--- config.mk ---
export PLATFORM = sky130hd
export DESIGN_NAME = map_req_arbiter
export DESIGN_NICKNAME = d
export VERILOG_FILES = /design/src/rtl/map_req_arbiter_pkg.sv /design/src/rtl/map_req_arbiter_rr_pick.sv /design/src/rtl/map_req_arbiter.sv
export SDC_FILE = /design/constraint.sdc
export NUM_CORES = 1
export LEC_CHECK = 0
export BUFFER_PORTS_ARGS = -buffer_cell sky130_fd_sc_hd__buf_4
export CORE_ASPECT_RATIO = 1.25
export CORE_MARGIN = 8
export CORE_UTILIZATION = 37
export DETAILED_ROUTE_END_ITERATION = 7
export GPL_TIMING_DRIVEN = 0
export HOLD_SLACK_MARGIN = 0.15
export PLACE_DENSITY = 0.64
export REMOVE_ABC_BUFFERS = 1
export SLEW_MARGIN = 20
export SYNTH_ARGS = -nofsm -noshare
export SYNTH_HDL_FRONTEND = slang
export SYNTH_SLANG_ARGS = --single-unit
--- constraint.sdc ---
create_clock -name clk -period 3.7 [get_ports clk]
set_input_delay 0.555 -clock clk [delete_from_list [all_inputs] [get_ports clk]]
set_output_delay 0.555 -clock clk [all_outputs]
set_load 0.02 [all_outputs]
--- src/rtl/map_req_arbiter_pkg.sv ---
// Shared game package: map-request arbiter FSM encoding, default channel widths and the
// request-type codes understood by the map controller (shared with digger and bullet blocks).
package map_req_arbiter_pkg;

   localparam int unsigned MapTypeW    = 2;
   localparam int unsigned MapContentW = 8;
   localparam int unsigned MapDataW    = 16;

   typedef enum logic [1:0] {
      StIdle  = 2'd0,
      StIssue = 2'd1,
      StWait  = 2'd2,
      StDone  = 2'd3
   } arb_state_e;

   // Map-cell request codes carried on req_type / mem_type.
   localparam logic [MapTypeW-1:0] ReqRead  = 2'd0;
   localparam logic [MapTypeW-1:0] ReqWrite = 2'd1;
   localparam logic [MapTypeW-1:0] ReqDig   = 2'd2;
   localparam logic [MapTypeW-1:0] ReqHit   = 2'd3;

endpackage

--- src/rtl/map_req_arbiter_rr_pick.sv ---
// Combinational round-robin first-one finder.
// Ports:
//   req   - request vector, one bit per requester
//   ptr   - index of the most recent grantee; the scan starts at ptr+1 and wraps
//   grant - index of the first set request found
//   valid - high when any request is set
module map_req_arbiter_rr_pick #(
   parameter int unsigned N_REQ = 4
) (
   input  logic [N_REQ-1:0]         req,
   input  logic [$clog2(N_REQ)-1:0] ptr,
   output logic [$clog2(N_REQ)-1:0] grant,
   output logic                     valid
);

   localparam int unsigned IdW = $clog2(N_REQ);

   int unsigned    idx;
   logic [IdW-1:0] cand;

   always_comb begin
      grant = '0;
      valid = 1'b0;
      idx   = 0;
      cand  = '0;
      // off = N_REQ lands back on ptr itself, so the last grantee has lowest priority.
      for (int unsigned off = 1; off <= N_REQ; off++) begin
         idx = 32'(ptr) + off;
         if (idx >= N_REQ) begin
            idx = idx - N_REQ;
         end
         cand = IdW'(idx);
         if (!valid && req[cand]) begin
            valid = 1'b1;
            grant = cand;
         end
      end
   end

endmodule

--- src/rtl/map_req_arbiter.sv ---
// Map-memory request arbiter: shares one map-controller request channel between several
// game-object requesters (0 = digger, 1 = bullet, 2.. = enemies) in round-robin order.
// Ports:
//   clk, rst                     - clock and synchronous active-low reset
//   req, req_type, req_content   - per-requester request bits and packed type/content slices
//   ack, nack, wr, data_out      - one-cycle response pulses to the grantee and shared data
//   mem_req, mem_type, mem_content - request strobe and latched request to the map controller
//   mem_ack, mem_nack, mem_wr, mem_data - map controller response
//   busy, grant_id               - transaction in progress, current/most recent grantee
module map_req_arbiter
   import map_req_arbiter_pkg::*;
#(
   parameter int unsigned N_REQ     = 4,
   parameter int unsigned TYPE_W    = MapTypeW,
   parameter int unsigned CONTENT_W = MapContentW,
   parameter int unsigned DATA_W    = MapDataW,
   parameter int unsigned TIMEOUT   = 15
) (
   input  logic                         clk,
   input  logic                         rst,
   input  logic [N_REQ-1:0]             req,
   input  logic [N_REQ*TYPE_W-1:0]      req_type,
   input  logic [N_REQ*CONTENT_W-1:0]   req_content,
   output logic [N_REQ-1:0]             ack,
   output logic [N_REQ-1:0]             nack,
   output logic [N_REQ-1:0]             wr,
   output logic [DATA_W-1:0]            data_out,
   output logic                         mem_req,
   output logic [TYPE_W-1:0]            mem_type,
   output logic [CONTENT_W-1:0]         mem_content,
   input  logic                         mem_ack,
   input  logic                         mem_nack,
   input  logic                         mem_wr,
   input  logic [DATA_W-1:0]            mem_data,
   output logic                         busy,
   output logic [$clog2(N_REQ)-1:0]     grant_id
);

   localparam int unsigned IdW  = $clog2(N_REQ);
   localparam int unsigned CntW = $clog2(TIMEOUT + 1);

   arb_state_e           state_q, state_d;
   logic [IdW-1:0]       ptr_q, grant_q, pick_grant;
   logic                 pick_valid;
   logic [TYPE_W-1:0]    type_q, sel_type;
   logic [CONTENT_W-1:0] content_q, sel_content;
   logic [CntW-1:0]      cnt_q;
   logic [N_REQ-1:0]     ack_q, nack_q, wr_q, grant_oh;
   logic [DATA_W-1:0]    data_q;
   logic                 timeout_hit;

   map_req_arbiter_rr_pick #(
      .N_REQ (N_REQ)
   ) u_rr_pick (
      .req   (req),
      .ptr   (ptr_q),
      .grant (pick_grant),
      .valid (pick_valid)
   );

   // Slice out the type/content of the requester about to be granted.
   always_comb begin
      sel_type    = '0;
      sel_content = '0;
      for (int unsigned i = 0; i < N_REQ; i++) begin
         if (pick_grant == IdW'(i)) begin
            sel_type    = req_type[i*TYPE_W +: TYPE_W];
            sel_content = req_content[i*CONTENT_W +: CONTENT_W];
         end
      end
   end

   // Last WAIT cycle: counter started at 0 on WAIT entry, so WAIT lasts TIMEOUT cycles.
   assign timeout_hit = (cnt_q == CntW'(TIMEOUT - 1));
   assign grant_oh    = N_REQ'(1) << grant_q;

   // State register.
   always_ff @(posedge clk) begin
      if (!rst) begin
         state_q <= StIdle;
      end else begin
         state_q <= state_d;
      end
   end

   // Next-state logic.
   always_comb begin
      state_d = state_q;
      unique case (state_q)
         StIdle:  if (pick_valid) state_d = StIssue;
         StIssue: state_d = StWait;
         StWait:  if (mem_ack || mem_nack || timeout_hit) state_d = StDone;
         StDone:  state_d = StIdle;
         default: state_d = StIdle;
      endcase
   end

   // Moore outputs.
   always_comb begin
      mem_req = (state_q == StIssue);
      busy    = (state_q != StIdle);
   end

   // Grant latches, timeout counter and response pulses.
   always_ff @(posedge clk) begin
      if (!rst) begin
         ptr_q     <= IdW'(N_REQ - 1);
         grant_q   <= '0;
         type_q    <= '0;
         content_q <= '0;
         cnt_q     <= '0;
         ack_q     <= '0;
         nack_q    <= '0;
         wr_q      <= '0;
         data_q    <= '0;
      end else begin
         ack_q  <= '0;
         nack_q <= '0;
         wr_q   <= '0;
         unique case (state_q)
            StIdle: begin
               if (pick_valid) begin
                  grant_q   <= pick_grant;
                  ptr_q     <= pick_grant;
                  type_q    <= sel_type;
                  content_q <= sel_content;
               end
            end
            StIssue: cnt_q <= '0;
            StWait: begin
               cnt_q <= cnt_q + CntW'(1);
               // ack wins over nack; a real response in the last cycle beats the timeout.
               if (mem_ack) begin
                  ack_q <= grant_oh;
                  if (mem_wr) begin
                     wr_q   <= grant_oh;
                     data_q <= mem_data;
                  end
               end else if (mem_nack || timeout_hit) begin
                  nack_q <= grant_oh;
               end
            end
            default: ;
         endcase
      end
   end

   assign ack         = ack_q;
   assign nack        = nack_q;
   assign wr          = wr_q;
   assign data_out    = data_q;
   assign mem_type    = type_q;
   assign mem_content = content_q;
   assign grant_id    = grant_q;

endmodule
; After elaboration in Yosys (flattened, before gate mapping)
; Index checks and enable logic that the tools add are counted.
[word_totals]
ff_bits = 48
inputBits = 65
out_inout_bits = 42
elab_cells = 91
[op_classes]
n_addsub = 9
order_cmp = 8
eq_ne = 9
shift = 1
muxes = 32
bitwise = 3
n_reduce_logical = 19
[op_table]
columns = cell, n
row1 = 2-to-1 mux 8 bit, 4
row2 = 2-to-1 mux 2 bit, 14
row3 = < comparator 2 x 3 -> 1 bit (second input constant), 4
row4 = >= comparator 3 bit (second input constant), 3
row5 = binary-select mux 1 bit (select 2 bit), 4
row6 = equality test 2 bit (second input constant), 4
row7 = 2-to-1 mux 1 bit, 8
row8 = one-hot mux 2 bit (4 select lines), 1
row9 = one-hot mux 4 bit (2 select lines), 1
row10 = subtractor 2 x 1 -> 2 bit (second input constant), 4
row11 = adder 2 x 2 -> 3 bit (second input constant), 2
row12 = AND reduction 3 bit, 2
row13 = adder 2 x 3 -> 4 bit (second input constant), 1
row14 = adder 4 x 1 -> 4 bit (second input constant), 1
row15 = equality test 2 x 1 -> 1 bit (second input constant), 2
row16 = equality test 4 bit (second input constant), 1
row17 = >= comparator 4 x 3 -> 1 bit (second input constant), 1
row18 = zero test 2 bit, 2
row19 = != test 2 bit (second input constant), 2
row20 = AND reduction 2 bit, 2
row21 = AND reduction 4 bit, 1
row22 = nonzero test 2 bit, 2
row23 = OR reduction 4 bit, 1
row24 = left shift 1 x 2 -> 4 bit (first input constant), 1
row25 = other kinds (5), 13

; Longest topological paths before layout
[logic_depth]
ltp_word = 20
ltp_mapped = 8
mapped_depth_nobuf = 7

; Cells and area by module
; Synthesis repeated with hierarchy kept, for this count alone.
[unflattened]
hier_cells = 229
hier_area_um2 = 2127.0
[by_module_without_submodules]
columns = mod, n_inst, cells_each, area_per_inst_um2, seq_area_each_um2
row1 = map_req_arbiter, 1, 215, 2035.7, 960.9
row2 = map_req_arbiter_rr_pick, 1, 14, 91.3, 0.0

; Least setup slack after synthesis
; OpenSTA, ideal clock, no wires.
[synth_path]
kind = in2reg
startpoint = input port req[3]
endpoint = register content_q[0] (netlist: mem_content[0])
setup_time_ps = 122
arrival_time_ps = 1769
required_ps = 3578
path_slack_ps = 1809
path_stages = 6
path_buffers = 1
cell_sequence = and2b_4 -> o21ai_4 -> o311ai_4 -> buf_6 -> mux2_4 -> a221o_1
[synth_between]
elab_chain_cells = 17
word_cells_on_any_way = 31
cone_classes = 3 x eq/ne / 20 x mux / 8 x reduce/logical
[synth_rtl]
columns = item, line
row1 = start: declaration, map_req_arbiter.sv:21  ; input logic [N_REQ-1:0] req,
row2 = binary-select mux 1 bit (select 2 bit), map_req_arbiter_rr_pick.sv:33  ; if (!valid && req[cand]) begin
row3 = 2-to-1 mux 1 bit (not written as such), map_req_arbiter_rr_pick.sv:33
row4 = 2-to-1 mux 1 bit, map_req_arbiter_rr_pick.sv:33
row5 = zero test 1 bit, map_req_arbiter_rr_pick.sv:33
row6 = logical AND 1 bit, map_req_arbiter_rr_pick.sv:33
row7 = 2-to-1 mux 1 bit, map_req_arbiter_rr_pick.sv:33
row8 = zero test 1 bit, map_req_arbiter_rr_pick.sv:33
row9 = logical AND 1 bit, map_req_arbiter_rr_pick.sv:33
row10 = 2-to-1 mux 1 bit, map_req_arbiter_rr_pick.sv:33
row11 = zero test 1 bit, map_req_arbiter_rr_pick.sv:33
row12 = logical AND 1 bit, map_req_arbiter_rr_pick.sv:33
row13 = 2-to-1 mux 2 bit, map_req_arbiter_rr_pick.sv:33
row14 = zero test 2 bit, map_req_arbiter.sv:66  ; if (pick_grant == IdW'(i)) begin
row15 = 2-to-1 mux 8 bit (4 in series), map_req_arbiter.sv:66
row16 = end signal: assignment, map_req_arbiter.sv:126  ; content_q <= sel_content;
row17 = end: declaration, map_req_arbiter.sv:46  ; logic [CONTENT_W-1:0] content_q, sel_content;
; Several ways; a longest one is shown, not always the timed one. The select of a mux whose other input is x is not followed.
; A chain may end at the register's enable or synchronous reset.

; Final worst setup path
[layout_path]
startpoint = register state_q[1]
endpoint = register content_q[2] (netlist: mem_content[2])
[layout_between]
elab_chain_cells = 2
[layout_rtl]
columns = item, line
row1 = start: declaration, map_req_arbiter.sv:42  ; arb_state_e state_q, state_d;
row2 = start signal: assignment, map_req_arbiter.sv:80  ; state_q <= StIdle;
row3 = start signal: assignment, map_req_arbiter.sv:82  ; state_q <= state_d;
row4 = zero test 2 bit, map_req_arbiter.sv:120  ; unique case (state_q)
row5 = AND reduction 2 bit (no line), -
; Every way passes these cells.

==> impl_metrics.yaml <==
place:
  dp.final_hpwl_um: 4390
  placed_cells: 391
  gp_congestion: 0.687
  place_area_um2: 3010
  port_buffers: 106
  place_ws_ps: 1100
synthesis:
  ys_seq_area_share_pct: 43.9
  syn_avg_cell_area_um2: 9.47
  yosysWarnings: 0
  synthesis.area_um2: 2190
  synth_area_leaders: "dfxtp_1, nand2_1, mux2_4"
  yosysMostFrequentCell: "dfxtp_1"
  synthTopCellsByCount: "dfxtp_1, nand2_1, nor2_1"
  synth_edf_count: 0
  ys_seq_elements: 48
  ys_types: 38
  yosysTopAreaCellShare_pct: 43.9
  syn_inst: 231
  synth_ff_type: "dfxtp_1"
  synth-async-reset-ratio_pct: 0
  yosysTopAreaCell: "dfxtp_1"
sta:
  fin_hold_ws_ps: 466
  rsz0062_at_grt: "no"
  timing.fmax_mhz: 498
  maxSlewViolCount: 0
  fin_ws_ps: 1690
  tns_ps: 0
  period_share_pct: 54.3
  slew_headroom_pct: 50.4
  post-route-min-period_ps: 2010
  clock_skew_ps: 4.74
  hold_viol: 0
  worst_pin_slew_ps: 742
  setup_viol: 0
drt:
  wire_per_inst_um: 14.3
  post-route-drc-count: 0
  wl_um: 5740
  drtIter0Drc: 56
  drtPass1Iterations: 4
  viasPerCell: 4.96
  vias: 1982
  ant_nets: 0
die:
  die-height_um: 102
  start_util_pct: 38.1
  num_rows: 31
  core-area_um2: 5740
  dieArea_um2: 8650
  ios: 107
  die_w_um: 84.8
setup_path:
  crit_path_start_kind: "flop"
  crit_type: "reg2reg"
  endpoint_kind: "flop"
  worstPathMaxFanout: 10
  worstPathArrival_ps: 2250
  cp.required_ps: 3940
  path_delay_family: "simple AND/OR/NAND/NOR gates"
  path_buf_inv: 2
  slowest_stage: "nor2_1"
  path_cells: "inv_1 > ha_1 > inv_1 > nor2_1 > nand2_1 > nor2_1 > a221o_1"
  slowest_delay_ps: 580
hold_path:
  hp-class: "reg2reg"
cells_and_area:
  fillers: 540
  layoutNonFillerInstCount: 400
  fin_area_um2: 3130
  layout.nets: 403
  drive_gt1_share_pct: 40.1
  post-route-util_pct: 54.5
  multi_input_area_um2: 1140
  antenna_cells: 0
  regArea_um2: 961
  syn_to_final_growth_pct: 43.1
pwr:
  power_density_nw_per_um2: 572
  leakage_nw: 1.43
  finalPower_mw: 1.79
  vdd_drop_max_v: 0.000311
clocking:
  cts_buffer_depth: 2
  postCtsHoldBufs: 0
  h-tree-depth: 2
  cts_tree: "built"
  clk_latency_ps: 290
  postCtsSetupBuffers: 0
  clk_pin_slew_ps: 90
  clock_sinks: 48
  cts_root_buf: "clkbuf_8"
  ctsResizeCount: 0
  numCtsBuffers: 5
run:
  cap_violations: 0
global_routing:
  grt_pass1_vias: 2026
  antenna_found_initial: 0
  grt_pass1_wl_um: 9390
  gr-total-overflow: 0
  grt_max_degree: 42
  track_usage_pct: 13.2
outcome:
  status: "finished clean"
-- per-layer routing --
| layer | global-route usage (%) | wire (um) | up-vias | part of all wire [%] |
|---|---|---|---|---|
| li1 | - | - | 1000 | - |
| met1 | 14.9 | 2560 | 882 | 45 |
| met2 | 20.8 | 2450 | 95 | 43 |
| met3 | 7.32 | 663 | 5 | 12 |
| met4 | 4.12 | 59 | 0 | 1.0 |
| met5 | 0 | 0 | - | 0 |
-- area by class of cell --
type | instances | share of cell area [%]
multi-input cells | 163 | 36.4
flip-flops and latches | 48 | 30.7
repair buffers | 107 | 25.8
well taps | 66 | 2.64
clock buffers | 5 | 2.20
clock inverters | 3 | 1.36
inverters | 8 | 0.959
-- path summary, 6_finish.rpt --
check | cells after the start | from | end | slack [ps]
setup / recovery | 7 | state_q[1] | mem_content[2] | 1690
hold reg to reg | 2 | data_out[2] | data_out[2] | 470
setup reg to reg | 7 | state_q[1] | mem_content[2] | 1690
hold / removal | 2 | data_out[2] | data_out[2] | 470
-- power by group --
group / leakage (nW) / switching (mW) / internal, mW / total (mW)
registers: 0.390 / 0.0623 / 0.608 / 0.670
logic: 0.981 / 0.397 / 0.350 / 0.747
clock network: 0.0541 / 0.173 / 0.200 / 0.373
total: 1.43 / 0.632 / 1.16 / 1.79
-- tightest hold or removal path, delay by kind of cell (launching register included) --
| family | cells | cell delay, ps |
|---|---|---|
| compound gates | 1 | 60 |
| simple gates | 1 | 40 |
| flops | 1 | 310 |
-- registers in the layout (all words and copies together) (netlist names), 4 cells and up --
signal	flops
cnt_q	4
wr	4
mem_content	8
data_out	16
ack	4
nack	4
-- cell usage in the layout, fill, tap and decap left out, types with 2 or more instances in the layout --
cell type | netlist | layout
clkbuf_8 | 0 | 5
o21ai_0 | 3 | 3
nand2b_1 | 3 | 3
and3_1 | 12 | 12
nor2b_1 | 3 | 3
nor2b_2 | 2 | 2
ha_1 | 5 | 5
buf_4 | 1 | 106
and2_1 | 2 | 2
nor2_1 | 18 | 18
dfxtp_1 | 48 | 48
nand3_1 | 4 | 4
a21oi_1 | 3 | 3
nand2_1 | 41 | 41
inv_1 | 8 | 8
mux2_4 | 9 | 9
mux2_1 | 10 | 10
and2b_4 | 2 | 2
a21boi_0 | 16 | 16
nor3_1 | 5 | 5
a221o_1 | 10 | 10
-- logic make-up (layout without fill, tap and decap cells) --
logic type	count (synthesis)	count (layout)	share of synthesized area, %
AOI/OAI and AO/OA	43	43	16.5
muxes	20	20	11.8
buffers and inverters	20	123	4.06
and+or+nand+nor	95	95	20.8
adders and majority gates	5	5	2.86
DFF	48	48	43.9
(Power assumes the default switching activity.)
